File: src/rtl/dom_pkg.sv
// Shared constants and share-vector type for the masked (DOM) gadgets of the cipher core.
package dom_pkg;

    localparam int unsigned NSHARES   = 2;
    localparam int unsigned DOM_WIDTH = 8;

    typedef logic [NSHARES-1:0][DOM_WIDTH-1:0] share_vec_t;

endpackage : dom_pkg

File: src/rtl/dom_pipe_stage.sv
// Generic valid/ready register stage: holds its word under backpressure, loads only valid data.
module dom_pipe_stage #(
    parameter int unsigned DW = 8
) (
    input  logic          clk_i,
    input  logic          rst_i,
    input  logic          valid_i,
    output logic          ready_o,
    input  logic [DW-1:0] data_i,
    output logic          valid_o,
    input  logic          ready_i,
    output logic [DW-1:0] data_o
);

    logic          valid_q, valid_d;
    logic [DW-1:0] data_q,  data_d;
    logic          advance;

    assign advance = !valid_q || ready_i;
    assign ready_o = advance;
    assign valid_o = valid_q;
    assign data_o  = data_q;

    always_comb begin
        // NOTE: every next-state signal gets its hold value first, so no path can infer a latch.
        valid_d = valid_q;
        data_d  = data_q;
        if (advance) begin
            valid_d = valid_i;
            if (valid_i) begin
                data_d = data_i;
            end
        end
    end

    always_ff @(posedge clk_i) begin
        // NOTE: state is updated with non-blocking assignments only; the data word is reset too,
        // because zero shares after reset are part of the block's visible behaviour.
        if (rst_i) begin
            valid_q <= 1'b0;
            data_q  <= '0;
        end else begin
            valid_q <= valid_d;
            data_q  <= data_d;
        end
    end

endmodule : dom_pipe_stage

File: src/rtl/dom_and_vec.sv
// WIDTH-lane first-order DOM masked AND, two register stages with valid/ready and rnd handshake.
// Define DOM_AND_REMASK_EN to add rnd_out and refresh both output shares in stage 2.
module dom_and_vec
    import dom_pkg::*;
#(
    parameter int unsigned WIDTH = DOM_WIDTH
) (
    input  logic             clk,
    input  logic             rst,
    input  logic             in_valid,
    output logic             in_ready,
    input  logic [WIDTH-1:0] a0,
    input  logic [WIDTH-1:0] a1,
    input  logic [WIDTH-1:0] b0,
    input  logic [WIDTH-1:0] b1,
    input  logic [WIDTH-1:0] rnd,
`ifdef DOM_AND_REMASK_EN
    input  logic [WIDTH-1:0] rnd_out,
`endif
    input  logic             rnd_valid,
    output logic             rnd_ready,
    output logic             out_valid,
    input  logic             out_ready,
    output logic [WIDTH-1:0] y0,
    output logic [WIDTH-1:0] y1
);

    typedef logic [NSHARES-1:0][WIDTH-1:0] lane_shares_t;

    typedef struct packed {
        logic [WIDTH-1:0] i00;
        logic [WIDTH-1:0] i11;
        logic [WIDTH-1:0] c01;
        logic [WIDTH-1:0] c10;
`ifdef DOM_AND_REMASK_EN
        logic [WIDTH-1:0] r_out;
`endif
    } s1_terms_t;

    s1_terms_t    s1_d, s1_q;
    lane_shares_t y_d, y_q;
    logic         s1_valid, s2_ready;

    // Cross-domain products are blinded by rnd and registered before they meet the inner terms.
    always_comb begin
        s1_d.i00 = a0 & b0;
        s1_d.i11 = a1 & b1;
        s1_d.c01 = (a0 & b1) ^ rnd;
        s1_d.c10 = (a1 & b0) ^ rnd;
`ifdef DOM_AND_REMASK_EN
        s1_d.r_out = rnd_out;
`endif
    end

    assign rnd_ready = in_valid && rnd_valid && in_ready && !rst;

    dom_pipe_stage #(
        .DW ($bits(s1_terms_t))
    ) u_stage1 (
        .clk_i   (clk),
        .rst_i   (rst),
        .valid_i (in_valid && rnd_valid),
        .ready_o (in_ready),
        .data_i  (s1_d),
        .valid_o (s1_valid),
        .ready_i (s2_ready),
        .data_o  (s1_q)
    );

    always_comb begin
`ifdef DOM_AND_REMASK_EN
        y_d[0] = s1_q.i00 ^ s1_q.c01 ^ s1_q.r_out;
        y_d[1] = s1_q.i11 ^ s1_q.c10 ^ s1_q.r_out;
`else
        y_d[0] = s1_q.i00 ^ s1_q.c01;
        y_d[1] = s1_q.i11 ^ s1_q.c10;
`endif
    end

    dom_pipe_stage #(
        .DW ($bits(lane_shares_t))
    ) u_stage2 (
        .clk_i   (clk),
        .rst_i   (rst),
        .valid_i (s1_valid),
        .ready_o (s2_ready),
        .data_i  (y_d),
        .valid_o (out_valid),
        .ready_i (out_ready),
        .data_o  (y_q)
    );

    assign y0 = y_q[0];
    assign y1 = y_q[1];

endmodule : dom_and_vec

File: config.mk
export PLATFORM = sky130hd
export DESIGN_NAME = dom_and_vec
export DESIGN_NICKNAME = d
export VERILOG_FILES = /design/src/rtl/dom_pkg.sv /design/src/rtl/dom_pipe_stage.sv /design/src/rtl/dom_and_vec.sv
export SDC_FILE = /design/constraint.sdc
export NUM_CORES = 1
export LEC_CHECK = 0
export CAP_MARGIN = 20
export CORE_MARGIN = 2
export CORE_UTILIZATION = 48
export CTS_CLUSTER_DIAMETER = 200
export DETAILED_ROUTE_END_ITERATION = 10
export PLACE_DENSITY = 0.83
export REMOVE_ABC_BUFFERS = 1
export SETUP_SLACK_MARGIN = 0.3
export SLEW_MARGIN = 20
export SYNTH_ARGS = -nofsm -noshare
export SYNTH_HDL_FRONTEND = slang
export SYNTH_SLANG_ARGS = --single-unit
File: constraint.sdc
create_clock -name clk -period 1.75 [get_ports clk]
set_clock_uncertainty 0.2 [all_clocks]
set_input_delay 0.35 -clock clk [delete_from_list [all_inputs] [get_ports clk]]
set_output_delay 0.35 -clock clk [all_outputs]
set_load 0.1 [all_outputs]
* Word-level counts from Yosys, hierarchy flattened *
Index checks and enable logic that the tools add are counted.

storage, ports and cells
  flip-flop bits (word level) = 50
  input port bits = 45
  output and inout port bits = 19

cells by class
  bitwise gates (word level) = 8
  reduce and logical (&&, ||, !) cells = 10

operators by type and width
  operator             count
  $and A8 B8 Y8        4
  $xor A8 B8 Y8        4
  $reduce_and A2 Y1    2
  $logic_and A1 B1 Y1  3
  $logic_not A1 Y1     3
  $logic_or A1 B1 Y1   2

* Logic depth before layout (Yosys ltp) *
  depth after elaboration = 5
  gate-level depth with buffers = 7
  gate-level depth less buffers = 4

* Hierarchy *
Synthesis repeated with hierarchy kept, for this count alone.

unflattened totals
  cells, all modules = 294
  area total of the unflattened synthesis = 2,697.6 um^2

modules (own cells, without submodules)
  module                     times used  cells each  area each (um^2)  seq. area each (um^2)
  dom_pipe_stage (u_stage1)  1           150         1,443.9           660.6
  dom_pipe_stage (u_stage2)  1           78          795.8             340.3
  dom_and_vec                1           66          457.9             0.0

* Worst setup path after synthesis *
No wires, ideal clock.

  kind = reg2out
  from = register u_stage2.valid_q, in the netlist u_stage2.valid_o
  to = output rnd_ready
  data arrival time = 3,355 ps
  data required time = 1,200 ps
  path slack = -2,155 ps
  stages on the path, launching flop included = 5
  path buffers = 2
  path through = dfxtp_1 > and3b_1 > buf_6 > buf_2 > nor3_1

between the ends
  longest elaborated chain between the ends = 5

RTL lines
  what                              RTL line              RTL
  start: declaration                dom_pipe_stage.sv:15  logic valid_q, valid_d;
  start signal: assignment          dom_pipe_stage.sv:43  valid_q <= valid_d;
  $logic_not A1 Y1                  dom_pipe_stage.sv:19  assign advance = !valid_q || ready_i;
  $logic_or A1 B1 Y1 (2 in a row)   dom_pipe_stage.sv:19
  $logic_and A1 B1 Y1 (2 in a row)  dom_and_vec.sv:55     assign rnd_ready = in_valid && rnd_valid && in_ready && !rst;
  end: declaration                  dom_and_vec.sv:21     output logic rnd_ready,

Every way passes these cells.

* Worst setup path in the final report *
Same ends and word-level chain as after synthesis.

==> out/metrics.yaml <==
power:
  switching_share_pct: 30.3
  pwr-share-seq_pct: 48.3
  p_leak_nw: 1.21
  clkPwrFrac_pct: 25.5
  share_comb_of_total_power_pct: 26.1
  p_int_mw: 1.81
  powerDensity_mw_per_mm2: 727
  total_power_mw: 2.60
  power.switching_mw: 0.786
  max-vdd-ir-drop_v: 0.000441
timing:
  fin_setup_tns_ns: -0.208
  slew_viol_final: 0
  tightest_slew_ns: 0.680
  setup_ws_ns: -0.113
  final_hold_viol_count: 0
  fmax_ghz: 0.537
  rsz0062_at_grt: "yes"
  period_needed_ns: 1.86
  setup_violations: 2
  finalCritPeriodShare_pct: 106
  slew_headroom_pct: 54.6
placement:
  dpl.hpwl_um: 4050
  io_buffers: 63
  place.gp.congestion: 0.738
global_route:
  grt_pass1_vias: 2078
  grt_use_total_pct: 22.6
  grt_first_pass_wirelength_um: 9580
  grt_overflow_total: 0
  grt_max_degree: 51
  grt_antenna_before_repair: 0
logic_synthesis:
  ys_warn_count: 0
  synth_adder_area_share_pct: 0
  ys_types: 24
  synth-compound-area-share_pct: 28.5
  synthMuxAreaShare_pct: 0
  ys_ff_latch: 50
  synthXorXnorAreaFrac_pct: 11.9
  synth_top_family_by_area: "compound AO/OA/AOI/OAI gates"
  avgSynthCellArea_sq_um: 9.67
  yosysSeqAreaShare_pct: 42.4
  netlist_area_sq_mm: 0.00236
  synth_cells: 244
  synthSimpleGateAreaFrac_pct: 9.17
setup_path:
  setup.worst_path.class: "reg2out"
  r2r_slack_ns: 0.18
  required_ns: 1.20
  cp.arrival_ns: 1.31
  cpPeakStageDelay_ns: 0.31
  cp-start-kind: "flip-flop"
  ff2ff_path_depth: 6
  endpoint_kind: "output pin"
  reg2reg_to: "u_stage1.data_o[5]$_SDFFE_PP0P_"
  crit_slowest_cell: "dfxtp_1"
  startpoint: "u_stage2.valid_o$_SDFFE_PP0P_"
  crit_chain: "and3b_2 -> nor3_2 -> buf_4 -> buf_12"
  reg2reg_from: "u_stage2.valid_o$_SDFFE_PP0P_"
  worst-path-max-fanout: 2
routing:
  initialDrtViolationCount: 126
  drc: 0
  wl_per_cell_um: 17.0
  vias_per_cell: 5.60
  antenna_left: 0
  first_pass_iters: 4
  routed_wl_um: 6430
  vias: 2118
floorplan:
  die_w_um: 74.1
  io-pin-count: 64
  std_cell_rows: 25
  die_h_um: 74.1
  dieArea_sq_mm: 0.00549
  core-area_sq_mm: 0.00472
  start_util_pct: 50.0
clock_tree:
  cts_tree: "done"
  numCtsBuffers: 5
  cts_buffer_depth: 2
  clkTransAtPathRegs_ns: 0.09
  ctsHtreeMaxLevel: 2
  cts.sinks: 50
  root_buffer: "clkbuf_8"
  worst_skew_pair.late_latency_ns: 0.30
cells_and_area:
  diodes: 0
  area_growth_pct: 51.2
  final_layout_size_suffix_gt1_share_pct: 35.4
  fin_nets: 357
hold_path:
  min-delay-start: "u_stage1.data_o[26]$_SDFFE_PP0P_"
  hold_class: "reg2reg"
  worstHoldEndpoint: "u_stage1.data_o[26]$_SDFFE_PP0P_"
  hold_depth: 2
status:
  violations: "negative setup slack"
  status: "finished, violations left"
run:
  maxCapViolCount: 0
worst max-delay path, delay by kind of cell, from the launching register on:
kind          cells  cell delay, ns
buf+inv           2            0.33
flops             1            0.31
simple gates      2            0.37
timing repair:
action                                  4_1_cts  5_1_grt
endpoints found under the hold margin         0        0
gates resized for setup                      11       43
endpoints found under the setup margin       55       50
hold buffers                                  0        0
buffers inserted                              0        1
gates cloned                                  1        1
pin swaps                                     3        8
power groups by stage:
stage	clock [mW]	sequential [mW]	combinational, mW
CTS	0.660	1.25	0.635
finish	0.663	1.25	0.678
detailed placement	0	1.27	0.632
floorplan	0	1.41	0.193
global placement	0	1.27	0.622
global route	0.700	1.26	0.715
layout by cell type (no fill, tap or decap):
cell	instances
clkdlybuf4s50_1	40
dfxtp_1	37
a21oi_1	31
a211oi_2	24
buf_12	24
a21oi_2	18
nand2_1	16
xor2_1	16
xnor2_1	16
nand4_1	16
buf_4	13
dfxtp_2	13
o21ai_0	11
a211oi_1	7
clkbuf_8	6
o21ai_1	4
dlygate4sd2_1	3
and2_1	2
and3b_2	1
nand2_2	1
nor3_2	1
clkinv_8	1
nor2_8	1
a21oi_4	1
a211oi_4	1
nand2b_1	1
o21ai_2	1
inv_1	1
buf_16	1
clkbuf_16	1
buf_2	1
buf_6	1
cells in the mapped netlist (all sizes together):
library cell   n  share of area (%)
a211oi        32                 13
a21oi         50                 12
and2           2               0.53
and3b          1               0.37
buf           13                5.8
clkbuf        10                1.6
dfxtp         50                 42
inv            2               0.64
nand2         17                2.7
nand2b         1               0.27
nand4         16                4.2
nor2           1               0.85
nor3           1               0.21
o21ai         16                3.4
xnor2         16                5.9
xor2          16                5.9
kinds of logic (layout without fill, tap and decap cells):
| logic type | after synthesis | in the layout |
|---|---|---|
| simple gates | 39 | 39 |
| compound gates | 98 | 98 |
| flops | 50 | 50 |
| buf+inv | 25 | 92 |
| xor+xnor | 32 | 32 |
per-stage QoR:
step	cells	hold slack, ns	area (sq um)	util, %	worst slack [ns]
after floorplan	221	0.215	2190	-	-2.15
after global routing	378	0.315	3570	75.5	-0.177
final	378	0.290	3570	75.5	-0.113
after CTS	376	0.288	3390	71.7	-0.126
after detailed placement	369	0.277	3260	69.0	-0.367
after global placement	369	0.271	3260	69.0	-0.324
routing by layer:
layer / share of wire (%) / track usage, %
met1: 42 / 28.1
met4: 1.8 / 7.27
met5: 0 / 0
met2: 51 / 39.8
met3: 4.5 / 3.79
registers in the layout, summed over array words and instances, names as in the netlist:
register and count:
u_stage1.valid_o 1, u_stage1.data_o 32, u_stage2.valid_o 1, u_stage2.data_o 16
layout make-up:
cell class	instances	area, sq um
clock buffer	6	82.6
multi-input combinational	169	1290
timing repair buffer	84	1070
sequential	50	1020
fill	304	1150
tap	67	83.8
inverter	2	20.0
how the worst max path moves through the flow:
stage / end / slack [ns] / depth (start not counted)
3_3_place_gp: rnd_ready / -0.32 / 5
5_1_grt: rnd_ready / -0.18 / 4
6_report: rnd_ready / -0.11 / 4
2_1_floorplan: rnd_ready / -2.15 / 2
3_5_place_dp: u_stage1.data_o[15]$_SDFFE_PP0P_ / -0.37 / 7
4_1_cts: rnd_ready / -0.13 / 4
No activity file was read; power rests on OpenSTA's default activity.
